**src/rtl/safe_pin_sender.sv**
```systemverilog
// Keypad initiator for the safe: pulses safe reset, sends a 16-bit PIN as four nibbles, then waits for unlock.
// Optional build macro SAFE_PIN_SENDER_SWEEP_EN turns a failed attempt into an incrementing code search.
module safe_pin_sender #(
  parameter int GAP_CYCLES   = 2,
  parameter int RESP_TIMEOUT = 8
) (
  input  logic        clk_i,
  input  logic        reset_n_i,
  input  logic        start_i,
  input  logic [15:0] code_i,
  input  logic        unlocked_i,
  output logic        safe_reset_o,
  output logic [3:0]  din_o,
  output logic        din_valid_o,
  output logic        busy_o,
  output logic        done_o,
  output logic        success_o,
  output logic        fail_o,
  output logic [15:0] found_code_o
);

  // state | meaning
  // IDLE  | waiting for start
  // CLEAR | safe reset pulse
  // SEND  | one digit strobe
  // GAP   | idle cycles between digits
  // WAIT  | watching unlocked, bounded by RESP_TIMEOUT
  // DONE  | done pulse, result flags valid
  typedef enum logic [2:0] {
    S_IDLE, S_CLEAR, S_SEND, S_GAP, S_WAIT, S_DONE
  } state_t;

  localparam int GW = (GAP_CYCLES > 0) ? $clog2(GAP_CYCLES + 1) : 1;
  localparam int WW = (RESP_TIMEOUT > 0) ? $clog2(RESP_TIMEOUT + 1) : 1;
  localparam logic [GW-1:0] GAP_LOAD  = GW'((GAP_CYCLES > 0) ? GAP_CYCLES - 1 : 0);
  localparam logic [WW-1:0] WAIT_LAST = WW'(RESP_TIMEOUT - 1);

  state_t        state_q;
  logic [15:0]   code_q;
  logic [1:0]    idx_q;
  logic [GW-1:0] gap_cnt_q;
  logic [WW-1:0] wait_cnt_q;
  logic          safe_reset_q;
  logic [3:0]    din_q;
  logic          din_valid_q;
  logic          busy_q;
  logic          done_q;
  logic          success_q;
  logic          fail_q;

`ifdef SAFE_PIN_SENDER_SWEEP_EN
  logic [15:0] start_code_q;
  logic [15:0] code_inc_d;
  assign code_inc_d = code_q + 16'd1;
`endif

  function automatic logic [3:0] nib(input logic [15:0] c, input logic [1:0] i);
    case (i)
      2'd0:    nib = c[15:12];
      2'd1:    nib = c[11:8];
      2'd2:    nib = c[7:4];
      default: nib = c[3:0];
    endcase
  endfunction

  always_ff @(posedge clk_i or negedge reset_n_i) begin
    if (!reset_n_i) begin
      state_q      <= S_IDLE;
      code_q       <= 16'h0;
      idx_q        <= 2'd0;
      gap_cnt_q    <= '0;
      wait_cnt_q   <= '0;
      safe_reset_q <= 1'b0;
      din_q        <= 4'h0;
      din_valid_q  <= 1'b0;
      busy_q       <= 1'b0;
      done_q       <= 1'b0;
      success_q    <= 1'b0;
      fail_q       <= 1'b0;
`ifdef SAFE_PIN_SENDER_SWEEP_EN
      start_code_q <= 16'h0;
`endif
    end else begin
      safe_reset_q <= 1'b0;
      din_valid_q  <= 1'b0;
      done_q       <= 1'b0;
      case (state_q)
        S_IDLE: begin
          if (start_i) begin
            code_q       <= code_i;
`ifdef SAFE_PIN_SENDER_SWEEP_EN
            start_code_q <= code_i;
`endif
            success_q    <= 1'b0;
            fail_q       <= 1'b0;
            busy_q       <= 1'b1;
            safe_reset_q <= 1'b1;
            state_q      <= S_CLEAR;
          end
        end
        S_CLEAR: begin
          idx_q       <= 2'd0;
          din_q       <= nib(code_q, 2'd0);
          din_valid_q <= 1'b1;
          state_q     <= S_SEND;
        end
        S_SEND: begin
          if (idx_q == 2'd3) begin
            wait_cnt_q <= '0;
            state_q    <= S_WAIT;
          end else if (GAP_CYCLES == 0) begin
            idx_q       <= idx_q + 2'd1;
            din_q       <= nib(code_q, idx_q + 2'd1);
            din_valid_q <= 1'b1;
          end else begin
            // idx advances on leaving SEND so GAP already holds the next digit index
            idx_q     <= idx_q + 2'd1;
            gap_cnt_q <= GAP_LOAD;
            state_q   <= S_GAP;
          end
        end
        S_GAP: begin
          if (gap_cnt_q == '0) begin
            din_q       <= nib(code_q, idx_q);
            din_valid_q <= 1'b1;
            state_q     <= S_SEND;
          end else begin
            gap_cnt_q <= gap_cnt_q - 1'b1;
          end
        end
        S_WAIT: begin
          if (unlocked_i) begin
            success_q <= 1'b1;
            busy_q    <= 1'b0;
            done_q    <= 1'b1;
            state_q   <= S_DONE;
          end else if (wait_cnt_q == WAIT_LAST) begin
`ifdef SAFE_PIN_SENDER_SWEEP_EN
            if (code_inc_d == start_code_q) begin
              fail_q  <= 1'b1;
              busy_q  <= 1'b0;
              done_q  <= 1'b1;
              state_q <= S_DONE;
            end else begin
              code_q       <= code_inc_d;
              safe_reset_q <= 1'b1;
              state_q      <= S_CLEAR;
            end
`else
            fail_q  <= 1'b1;
            busy_q  <= 1'b0;
            done_q  <= 1'b1;
            state_q <= S_DONE;
`endif
          end else begin
            wait_cnt_q <= wait_cnt_q + 1'b1;
          end
        end
        S_DONE: state_q <= S_IDLE;
        default: state_q <= S_IDLE;
      endcase
    end
  end

  assign safe_reset_o = safe_reset_q;
  assign din_o        = din_q;
  assign din_valid_o  = din_valid_q;
  assign busy_o       = busy_q;
  assign done_o       = done_q;
  assign success_o    = success_q;
  assign fail_o       = fail_q;
  assign found_code_o = code_q;

endmodule

```
**config.mk**
```make
export PLATFORM = sky130hd
export DESIGN_NAME = safe_pin_sender
export DESIGN_NICKNAME = d
export VERILOG_FILES = /design/src/rtl/safe_pin_sender.sv
export SDC_FILE = /design/constraint.sdc
export NUM_CORES = 1
export LEC_CHECK = 0
export ABC_AREA = 1
export BUFFER_PORTS_ARGS = -buffer_cell sky130_fd_sc_hd__buf_2
export CAP_MARGIN = 20
export CORE_AREA = 2 2 64 66
export CTS_CLUSTER_SIZE = 14
export DETAILED_ROUTE_END_ITERATION = 16
export DIE_AREA = 0 0 66 68
export GPL_ROUTABILITY_DRIVEN = 0
export PLACE_DENSITY = 0.83
export SYNTH_ARGS = -nofsm -noshare
export SYNTH_HDL_FRONTEND = slang
export SYNTH_SLANG_ARGS = --single-unit
```
**constraint.sdc**
```tcl
create_clock -name clk_i -period 1.6 [get_ports clk_i]
set_input_delay 0.08 -clock clk_i [delete_from_list [all_inputs] [get_ports clk_i]]
set_output_delay 0.08 -clock clk_i [all_outputs]
set_load 0.02 [all_outputs]
```
* Word level (Yosys, flattened, before mapping)
Cells that the tools add are included. W data, S select, Z words.
Word-level totals: bits in latches 0, bits of input ports 20, memories 0, flip-flop bits (word level) 37, bits in writable memories 0, memory bits (read-only) 0
Operators by class: div/mod/pow operators 0, $mul 0, $add $sub $neg 3, reduce and logical (&&, ||, !) cells 17, shifts and indexed selects 0, order comparisons 0, eq/ne operators 18, muxes and demuxes 35, bitwise gates (word level) 0
Operator list (number):
- $ne A2 B2 Y1 const B | 9
- $mux W4 | 4
- $pmux W4 S2 | 2
- $mux W3 | 5
- $pmux W3 S5 | 1
- $mux W1 | 13
- $pmux W4 S3 | 1
- $reduce_and A3 Y1 | 4
- $reduce_bool A2 Y1 | 5
- $pmux W1 S2 | 4
- $pmux W2 S2 | 2
- $reduce_and A4 Y1 | 2
- $eq A3 B2 Y1 const B | 2
- $mux W2 | 3
- $reduce_and A2 Y1 | 3
- $add A4 B1 Y4 const B | 1
- $eq A2 B2 Y1 const B | 2
- $eq A4 B3 Y1 const B | 1
- $logic_not A2 Y1 | 2
- $eq A3 B1 Y1 const B | 1
- $eq A3 B3 Y1 const B | 1
- $logic_not A3 Y1 | 1
- $ne A3 B3 Y1 const B | 1
- $add A2 B1 Y2 const B | 1
- other kinds (2) | 2

* Depth between registers and ports, before layout
Gate-level depths: netlist (run 1).
depth after elaboration 4, gate-level depth with buffers 8

* Worst setup path after synthesis (run 1)
Ideal clock, no wire load.
path kind register to register, start register wait_cnt_q[0], end register wait_cnt_q[2], period minus slack after synthesis 1.166 ns, required time 1.483 ns, buffers on the path 0, setup time 0.117 ns, cell stages (with the launch flop) 7, data arrival time 1.050 ns, setup slack 0.434 ns, path through dfrtp_1 > ha_1 > nand2_1 > o21ai_0 > nand2_2 > nand3_1 > nand2_1
Between the ends: cells in the longest elaborated chain, start to end 4, elaborated cells between the ends (all ways) 7, those cells by class add/sub (1); eq/ne (2); mux (3); reduce/logical (1)
RTL lines:
- start, declared | line 42 | logic [WW-1:0] wait_cnt_q;
- start signal, assigned | line 156 | wait_cnt_q <= wait_cnt_q + 1'b1;
- $add A4 B1 Y4 | line 156
- $mux W4 | line 137 | end else if (wait_cnt_q == WAIT_LAST) begin
- $mux W4 | line 132 | if (unlocked_i) begin
- $pmux W4 S2 | line 87 | case (state_q)
Parallel ways exist; a longest one is shown, timed or not. The select of a mux whose other input is x is not followed. A chain may end at the register's enable or synchronous reset.

* Worst setup path after layout (run 1)
start register wait_cnt_q[0], end register wait_cnt_q[0]
The elaborated chain is that of the path after synthesis.

==> results.ini, run 1 <==
[sta]
setup_viol_count_final = 0
fin_skew_ps = 7.89
finalCritPeriodShare_pct = 82.8
rsz0062_at_grt = no
relSlewSlack_pct = 69.6
hold_viol_final = 0
slew_viol_final = 0
fin_setup_tns_ps = 0
tightest_slew_ps = 455
fin_crit_ps = 1320
timing.fmax_mhz = 755

[cts]
clock_sinks = 37
cts_made_buffers = 5
cts_setup_buffers = 0
cts_tree = yes
post_cts_resized = 0
insertion_delay_ps = 290
clk_pin_slew_ps = 70
cts_root_buffer = clkbuf_8
cts-htree-levels = 2
cts_buffer_depth = 2
holdBufCountCts = 14

[power]
peakVddDrop_v = 0.00109
totalPowerFinal_mw = 4.47
leakage_nw = 1.32
powerDensity_nw_per_um2 = 1900

[min_path]
hp-start = code_i[15]
holdCritPathClass = in -> reg

[synthesis]
yosysMostFrequentCell = nand2_1
synth_top_flop_cell = dfrtp_1
synth_area_per_cell_sq_um = 8.17
synth.net_count = 253
synth.distinct_cells = 25
synthAdderAreaFrac_pct = 4.75
syn_inst = 226
synthMuxAreaShare_pct = 0
synth_common_cells = nand2_1 (80), dfrtp_1 (37), nor2_1 (31)
ys_seq_area_share_pct = 50.2
ys_seq_elements = 37
async_flop_share_pct = 100
synth_area_leader_cell = dfrtp_1
synth_top_family_by_area = simple AND/OR/NAND/NOR gates
synth_simple_gate_area_share_pct = 31.0
synth_warnings = 0
synth_top_area_share_pct = 50.2
synth_edf_count = 0
synthTopCellsByArea = dfrtp_1 (50%), nand2_1 (16%), nor2_1 (6.3%), ha_1 (4.7%), inv_1 (4.1%)
syn_area_sq_um = 1850
synth_xor_area_share_pct = 0
synth_compound_area_share_pct = 6.85

[floorplan]
dieArea_sq_um = 4490
ios = 46
die_h_um = 68
core-area_sq_um = 3860
start_util_pct = 47.9
rows = 23
dieWidth_um = 66

[routing]
vias_per_cell = 4.74
postRouteAntennaNets = 0
wl_mm = 3.92
drc = 0
post_drt_wl_per_cell_um = 11.5
drt_iter0_drc = 63
dr.pass1.iters = 4
vias = 1615

[finish]
syn_to_final_growth_pct = 27.6
multiInputGateArea_sq_um = 786
n_antenna_cell = 0
final_layout_size_suffix_gt1_share_pct = 24.7
num-fill-cells = 332
num-nets-final = 317
final-seq-area_sq_um = 926

[global_routing]
grt_pass1_wl_mm = 6.63
grt_max_degree = 38
grt.total_usage_pct = 19.5
antenna_found_initial = 0
overflow = 0
grt_pass1_vias = 1464

[critical_path]
end_kind = flop
worstPathMaxFanout = 5
r2r_start = wait_cnt_q[0]
crit_arrival_ps = 1510
crit_start = wait_cnt_q[0]
crit_required_ps = 1780
cp-start-kind = flop
crit_type = reg -> reg

[flow_run]
maxCapViolCount = 0

[outcome]
status = completed

[placement]
port_buffers = 45
dp_hpwl_mm = 2.70

[final cells by class]
| class | count | area share (%) |
|---|---|---|
| timing repair buffer | 61 | 16.2 |
| sequential | 37 | 39.3 |
| multi-input combinational | 161 | 33.4 |
| clock buffer | 7 | 4.09 |
| inverter | 24 | 4.04 |
| tap | 50 | 2.66 |
| clock inverter | 1 | 0.372 |
[power breakdown]
group / total (mW) / internal, mW / switching (mW)
clock: 0.718 / 0.397 / 0.321
combinational: 2.08 / 0.738 / 1.34
sequential: 1.67 / 1.32 / 0.344
[registers in the layout, indices dropped and copies added, names as in the netlist]
register / count
found_code_o: 16
din_o: 4
wait_cnt_q: 4
state_q: 3
gap_cnt_q: 2
idx_q: 2
busy_o: 1
din_valid_o: 1
done_o: 1
fail_o: 1
safe_reset_o: 1
success_o: 1
[routing by layer]
metal	GRT usage, %	up-vias	routed length (um)
met1	26.2	741	1770
li1	-	830	-
met3	4.28	5	168
met5	0	-	0
met4	6.63	0	59
met2	31.7	39	1920
[stage by stage]
| step | cells | hold WS (ps) | worst slack [ps] | utilization, % | cell area, sq um |
|---|---|---|---|---|---|
| 2_1_floorplan | 226 | -216 | 434 | - | 1850 |
| 4_1_cts | 341 | 3.86 | 269 | 61.1 | 2350 |
| 3_3_place_gp | 319 | 142 | 329 | 54.7 | 2110 |
| 5_1_grt | 341 | 3.33 | 124 | 61.1 | 2350 |
| 6_report | 341 | 5.19 | 275 | 61.1 | 2350 |
| 3_5_place_dp | 319 | 146 | 285 | 54.7 | 2110 |
[kinds of logic after synthesis]
family	count (synthesis)
fa+ha+maj	7
buf+inv	28
flops	37
compound gates	21
simple gates	133
[cell usage in the layout, fill, tap and decap left out]
cell type,n
a21oi_1,6
a21oi_2,4
a31oi_1,1
buf_2,45
buf_4,2
clkbuf_8,7
clkinv_4,1
dfrtp_1,37
dlygate4sd3_1,14
ha_1,7
inv_1,20
inv_2,3
inv_6,1
nand2_1,80
nand2_2,2
nand2_4,3
nand3_1,11
nand3_4,1
nand3b_1,1
nand4_1,1
nor2_1,31
nor2_2,1
nor2_4,1
nor3_1,1
o21ai_0,7
o21ai_1,1
o21ai_2,1
o22ai_1,1
[final timing paths]
| kind | to | slack, ps | cells after the start |
|---|---|---|---|
| worst max-delay path | wait_cnt_q[0] | 280 | 6 |
| worst max register to register | wait_cnt_q[0] | 280 | 6 |
| worst min-delay path | found_code_o[15] | 5 | 3 |
| min in group asynchronous | wait_cnt_q[2] | 390 | 3 |
| worst min register to register | busy_o | 470 | 2 |
| max in group asynchronous | found_code_o[3] | 890 | 3 |
[critical path, stage by stage, from the launching register on]
cell and delay [ps]:
dfrtp_1 410, ha_1 190, nand2_1 80, o21ai_0 210, nand2_2 140, nand3_1 120, nand2_1 60
Note: power is estimated with default switching activity, not from simulation.
==> run 2, diff against run 1 <==
--- a/config.mk
+++ b/config.mk
@@ -8,12 +8,12 @@
 export ABC_AREA = 1
 export BUFFER_PORTS_ARGS = -buffer_cell sky130_fd_sc_hd__buf_2
 export CAP_MARGIN = 20
-export CORE_AREA = 2 2 64 66
+export CORE_AREA = 2 2 66 68
 export CTS_CLUSTER_SIZE = 14
 export DETAILED_ROUTE_END_ITERATION = 16
-export DIE_AREA = 0 0 66 68
+export DIE_AREA = 0 0 68 70
 export GPL_ROUTABILITY_DRIVEN = 0
-export PLACE_DENSITY = 0.83
+export PLACE_DENSITY = 0.82
 export SYNTH_ARGS = -nofsm -noshare
 export SYNTH_HDL_FRONTEND = slang
 export SYNTH_SLANG_ARGS = --single-unit
==> constraint.sdc (replaced) <==
create_clock -name clk_i -period 1.2 [get_ports clk_i]
set_input_delay 0.06 -clock clk_i [delete_from_list [all_inputs] [get_ports clk_i]]
set_output_delay 0.06 -clock clk_i [all_outputs]
set_load 0.02 [all_outputs]
==> results.ini, run 2 (same netlist as run 1, synthesis figures left out) <==
[outcome]
status = finished, violations left  ; was completed
violations = negative setup slack

[floorplan]
rows = 24  ; was 23
dieArea_sq_um = 4760  ; was 4490 sq um
dieWidth_um = 68  ; was 66 um
die_h_um = 70  ; was 68 um
ios = 46  ; unchanged
start_util_pct = 44.5  ; was 47.9%
core-area_sq_um = 4140  ; was 3860 sq um

[finish]
num-nets-final = 339  ; was 317
utilization_pct = 67.9  ; was 61.1%
n_antenna_cell = 0  ; unchanged
final_cell_mix = nand2_1 (67), buf_2 (45), dfrtp_1 (33)  ; was nand2_1 (80), buf_2 (45), dfrtp_1 (37)
syn_to_final_growth_pct = 52.5  ; was 27.6%
largest_reg_flops = 16  ; unchanged
final_layout_size_suffix_gt1_share_pct = 44.9  ; was 24.7%
final_common_cell = nand2_1  ; unchanged
num-fill-cells = 288  ; was 332

[global_routing]
met1_usage_pct = 26.9  ; was 26.2%
use_met3_pct = 4.03  ; was 4.28%
grt_max_degree = 18  ; was 38
grt_use_met2_pct = 34.0  ; was 31.7%
overflow = 0  ; unchanged
grt_pass1_vias = 1703  ; was 1464
busiest_layer = met2  ; unchanged
grt.total_usage_pct = 21.3  ; was 19.5%
grt_pass1_wl_mm = 7.52  ; was 6.63 mm
antenna_found_initial = 0  ; unchanged

[critical_path]
ff2ff_path_depth = 6  ; unchanged
cp-start-kind = flop  ; unchanged
path_delay_family = flip-flops  ; unchanged
path_buf_inv = 2  ; was 0
cpPeakStageDelay_ps = 450  ; was 410 ps
crit_type = reg -> reg  ; unchanged
slowest_stage = dfrtp_2  ; was dfrtp_1
path_cells = nor2_4 -> nand3_4 -> inv_4 -> buf_12 -> nand2_1 -> o21ai_0  ; was ha_1 -> nand2_1 -> o21ai_0 -> nand2_2 -> nand3_1 -> nand2_1
crit_arrival_ps = 1430  ; was 1510 ps
end_kind = flop  ; unchanged
cp_num_cells = 6  ; unchanged
crit_required_ps = 1410  ; was 1780 ps
worstPathMaxFanout = 15  ; was 5

[sta]
relSlewSlack_pct = 74.8  ; was 69.6%
timing.fmax_mhz = 824  ; was 755 MHz
fin_crit_ps = 1210  ; was 1320 ps
fin_setup_tns_ps = -54.1  ; was 0 ps
finalCritPeriodShare_pct = 101  ; was 82.8%
tightest_slew_ps = 377  ; was 455 ps
fin_skew_ps = 4.19  ; was 7.89 ps
rsz0062_at_grt = yes  ; was no
hold_viol_final = 0  ; unchanged
slew_viol_final = 0  ; unchanged
layout_setup_ws_ps = -12.9  ; was 275 ps
setup_viol_count_final = 8  ; was 0

[placement]
dp_hpwl_mm = 3.18  ; was 2.70 mm
port_buffers = 45  ; unchanged
place_ws_ps = -94.8  ; was 285 ps

[routing]
vias = 1838  ; was 1615
wl_mm = 5.03  ; was 3.92 mm
dr.pass1.iters = 4  ; unchanged
vias_per_cell = 5.05  ; was 4.74
drt_iter0_drc = 121  ; was 63
postRouteAntennaNets = 0  ; unchanged
post_drt_wl_per_cell_um = 13.8  ; was 11.5 um
drc = 0  ; unchanged

[power]
switchingPower_mw = 3.35  ; was 2.01 mW
swShare_pct = 46.4  ; was 45.0%
peakVddDrop_v = 0.00164  ; was 0.00109 V
powerDensity_nw_per_um2 = 2570  ; was 1900 nW/um^2
totalPowerFinal_mw = 7.23  ; was 4.47 mW
intPower_mw = 3.88  ; was 2.46 mW
sequentialPowerShare_pct = 31.9  ; was 37.3%
p_comb_share_pct = 55.9  ; was 46.6%
leakage_nw = 1.47  ; was 1.32 nW
power_frac_clock_pct = 12.2  ; was 16.1%

[cts]
cts-htree-levels = 2  ; unchanged
insertion_delay_ps = 290  ; about the same
cts_tree = yes  ; unchanged
cts_buffer_depth = 2  ; unchanged
cts_root_buffer = clkbuf_8  ; unchanged
cts_made_buffers = 5  ; unchanged
clock_sinks = 37  ; unchanged
clk_pin_slew_ps = 70  ; about the same

[flow_run]
maxCapViolCount = 0  ; unchanged

[min_path]
holdCritPathClass = in -> reg  ; unchanged
holdPathStages = 4  ; was 3

-- run 2: changes by cell type in the layout (fill, tap and decap cells not counted), moves of 5 or more --
cell,change
nor2_4,+7
nand2_2,+11
nor2_1,-9
ha_4,+5
buf_4,+14
inv_1,-6
ha_1,-7
nand2_1,-13
nand3_1,-6
nand3_2,+6
-- run 2: layout make-up --
cell class / instances / area (sq um) / share of cell area [%]
tap: 52 / 65.1 / 2.31
sequential: 37 / 931 / 33.1
inverter: 24 / 105 / 3.73
timing repair buffer: 83 / 598 / 21.2
multi-input combinational: 161 / 1030 / 36.6
clock buffer: 7 / 86.3 / 3.07
-- run 2: power by group through the flow --
stage,sequential [mW],clock (mW),combinational [mW]
final,2.31,0.883,4.04
after global routing,2.37,0.947,4.39
after CTS,2.20,0.908,3.39
after detailed placement,2.20,0,3.13
after global placement,2.19,0,3.00
after floorplan,2.60,0,1.64
-- run 2: path summary, 6_finish.rpt --
kind	startpoint	to	slack (ps)
setup / recovery	state_q[0]	found_code_o[15]	-10
setup reg to reg	state_q[0]	found_code_o[15]	-10
hold reg to reg	busy_o	busy_o	470
hold / removal	unlocked_i	wait_cnt_q[1]	70
min in group asynchronous	reset_n_i	wait_cnt_q[0]	220
max in group asynchronous	reset_n_i	found_code_o[15]	560
-- run 2: metal layers --
metal / vias up / wire [um]
li1: 871 / -
met1: 890 / 2070
met2: 65 / 2530
met3: 12 / 286
met4: 0 / 140
met5: - / 0
-- run 2: worst register-to-register path: cells and delay by family, from the launching register on --
kind	cells	cell delay, ps
compound gates	1	60
buf+inv	2	220
flops	1	450
simple gates	3	400
-- run 2: per-stage QoR --
stage | instance area [sq um] | hold slack, ps | instances
after floorplan | 1850 | -236 | 226
after global routing | 2820 | 86.2 | 364
after CTS | 2570 | 67.5 | 360
after global placement | 2230 | -8.68 | 332
final | 2820 | 73.7 | 364
after detailed placement | 2230 | -3.81 | 332
-- run 2: what timing repair did --
item / 4_1_cts / 5_1_grt
hold buffers: 17 / 0
endpoints found under the hold margin: 46 / 0
endpoints found under the setup margin: 12 / 33
resized for setup: 24 / 54
setup buffers: 4 / 4
pin swaps: 6 / 20
==> run 3, diff against run 2 <==
==> constraint.sdc (replaced) <==
create_clock -name clk_i -period 1.2 [get_ports clk_i]
set_input_delay 0.12 -clock clk_i [delete_from_list [all_inputs] [get_ports clk_i]]
set_output_delay 0.12 -clock clk_i [all_outputs]
set_load 0.02 [all_outputs]
==> results.ini, run 3 (same netlist as run 1, synthesis figures left out) <==
[sta]
layout_setup_ws_ps = -11.0  ; was -12.9 ps
timing.fmax_mhz = 826  ; was 824 MHz
rsz0062_at_grt = yes  ; unchanged
fin_crit_ps = 1210  ; about the same
tightest_slew_ps = 398  ; was 377 ps
fin_skew_ps = 6.36  ; was 4.19 ps
setup_viol_count_final = 6  ; was 8
finalCritPeriodShare_pct = 101  ; about the same
relSlewSlack_pct = 73.5  ; was 74.8%
slew_viol_final = 0  ; unchanged
hold_viol_final = 0  ; unchanged

[critical_path]
path_cells = nor2_4 -> nand2_4 -> clkinv_4 -> nand2_1 -> nand3_1 -> nand2_1  ; was nor2_4 -> nand3_4 -> inv_4 -> buf_12 -> nand2_1 -> o21ai_0
end_kind = flop  ; unchanged
cpPeakStageDelay_ps = 460  ; was 450 ps
slowest_stage = dfrtp_2  ; unchanged
crit_required_ps = 1370  ; was 1410 ps
path_delay_family = simple AND/OR/NAND/NOR gates  ; was flip-flops
cp-start-kind = flop  ; unchanged
crit_type = reg -> reg  ; unchanged
worstPathMaxFanout = 6  ; was 15
cp_common_cell = nand2_1
crit_arrival_ps = 1380  ; was 1430 ps
path_buf_inv = 1  ; was 2

[outcome]
violations = negative setup slack  ; unchanged
status = finished, violations left  ; unchanged

[power]
p_comb_share_pct = 54.0  ; was 55.9%
switchingPower_mw = 3.03  ; was 3.35 mW
swShare_pct = 45.6  ; was 46.4%
peakVddDrop_v = 0.00168  ; was 0.00164 V
sequentialPowerShare_pct = 33.6  ; was 31.9%
powerDensity_nw_per_um2 = 2660  ; was 2570 nW/um^2
totalPowerFinal_mw = 6.65  ; was 7.23 mW
power_frac_clock_pct = 12.4  ; was 12.2%
leakage_nw = 1.37  ; was 1.47 nW
intPower_mw = 3.61  ; was 3.88 mW

[floorplan]
start_util_pct = 44.5  ; unchanged
dieWidth_um = 68  ; unchanged
core-area_sq_um = 4140  ; unchanged
ios = 46  ; unchanged
die_h_um = 70  ; unchanged
rows = 24  ; unchanged
dieArea_sq_um = 4760  ; unchanged

[global_routing]
grt_pass1_vias = 1569  ; was 1703
antenna_found_initial = 0  ; unchanged
grt_pass1_wl_mm = 6.76  ; was 7.52 mm
overflow = 0  ; unchanged
grt_max_degree = 18  ; unchanged
grt.total_usage_pct = 18.7  ; was 21.3%

[placement]
port_buffers = 45  ; unchanged
dp_hpwl_mm = 3.08  ; was 3.18 mm
dp_cells = 332  ; unchanged

[finish]
final_common_cell = nand2_1  ; unchanged
largest_reg_flops = 16  ; unchanged
syn_to_final_growth_pct = 35.3  ; was 52.5%
n_antenna_cell = 0  ; unchanged
num-nets-final = 321  ; was 339
final_cell_mix = nand2_1 (72), buf_2 (45), dfrtp_1 (33)  ; was nand2_1 (67), buf_2 (45), dfrtp_1 (33)
instances_no_fill = 347  ; was 364
multiInputGateArea_sq_um = 901  ; was 1030 sq um
final_layout_size_suffix_gt1_share_pct = 41.7  ; was 44.9%
final-seq-area_sq_um = 931  ; unchanged
utilization_pct = 60.2  ; was 67.9%
num-fill-cells = 347  ; was 288

[routing]
postRouteAntennaNets = 0  ; unchanged
vias_per_cell = 4.88  ; was 5.05
wl_mm = 4.41  ; was 5.03 mm
vias = 1694  ; was 1838
post_drt_wl_per_cell_um = 12.7  ; was 13.8 um
drc = 0  ; unchanged
drt_iter0_drc = 61  ; was 121
dr.pass1.iters = 5  ; was 4

[cts]
cts_buffer_depth = 2  ; unchanged
clock_sinks = 37  ; unchanged
insertion_delay_ps = 290  ; about the same
clk_pin_slew_ps = 70  ; about the same
cts_root_buffer = clkbuf_8  ; unchanged
cts_tree = yes  ; unchanged
cts_made_buffers = 5  ; unchanged
cts-htree-levels = 2  ; unchanged

[min_path]
holdCritPathClass = in -> reg  ; unchanged

[flow_run]
maxCapViolCount = 0  ; unchanged

[run 3: through the flow]
stage / setup TNS, ps / hold WS, ps / setup WS (ps) / area (sq um)
after floorplan: 0 / -176 / 33.7 / 1850
after detailed placement: -273 / 66.4 / -45.7 / 2230
after global routing: -1390 / 46.4 / -97.8 / 2500
after global placement: -80.3 / 60.1 / -41.9 / 2230
after CTS: 0 / 22.2 / 0.424 / 2370
final: -27.8 / 27.0 / -11.0 / 2500
[run 3: worst min-delay path, cell delays in order]
cell	delay [ps]
buf_2	70
nand2_1	40
nand2_1	40
[run 3: repair_timing]
| action | in CTS | in global routing |
|---|---|---|
| gates resized for setup | 10 | 37 |
| hold endpoints to repair | 14 | 0 |
| hold buffers | 1 | 0 |
| setup buffers | 3 | 3 |
| pin swaps | 7 | 10 |
| endpoints found under the setup margin | 12 | 32 |
[run 3: power by group through the flow]
stage | Sequential, mW | Clock, mW | Combinational [mW]
global placement | 2.19 | 0 | 3.00
detailed placement | 2.20 | 0 | 3.10
finish | 2.23 | 0.827 | 3.59
CTS | 2.18 | 0.849 | 3.23
global route | 2.30 | 0.886 | 3.96
floorplan | 2.60 | 0 | 1.64
[run 3: layer usage]
metal	part of all wire (%)	track usage (%)	routed length, um
met1	43	24.7	1910
met2	49	29.7	2170
met3	5.4	3.86	240
met4	2.2	7.33	95
met5	0	0	0
[run 3: area by class of cell]
cell class	instances	area share, %
Tap cell	52	2.61
Multi-Input combinational cell	161	36.1
Timing Repair Buffer	65	16.8
Sequential cell	37	37.3
Clock buffer	6	2.91
Inverter	24	3.91
Clock inverter	2	0.401
[run 3: final timing paths]
check / startpoint / to / slack (ps) / cells after the start
setup / recovery: state_q[1] / state_q[0] / -10 / 6
hold / removal: code_i[4] / found_code_o[4] / 30 / 3
setup reg to reg: state_q[1] / state_q[0] / -10 / 6
hold reg to reg: busy_o / busy_o / 470 / 2
max in group asynchronous: reset_n_i / idx_q[0] / 480 / 3
min in group asynchronous: reset_n_i / wait_cnt_q[1] / 290 / 2
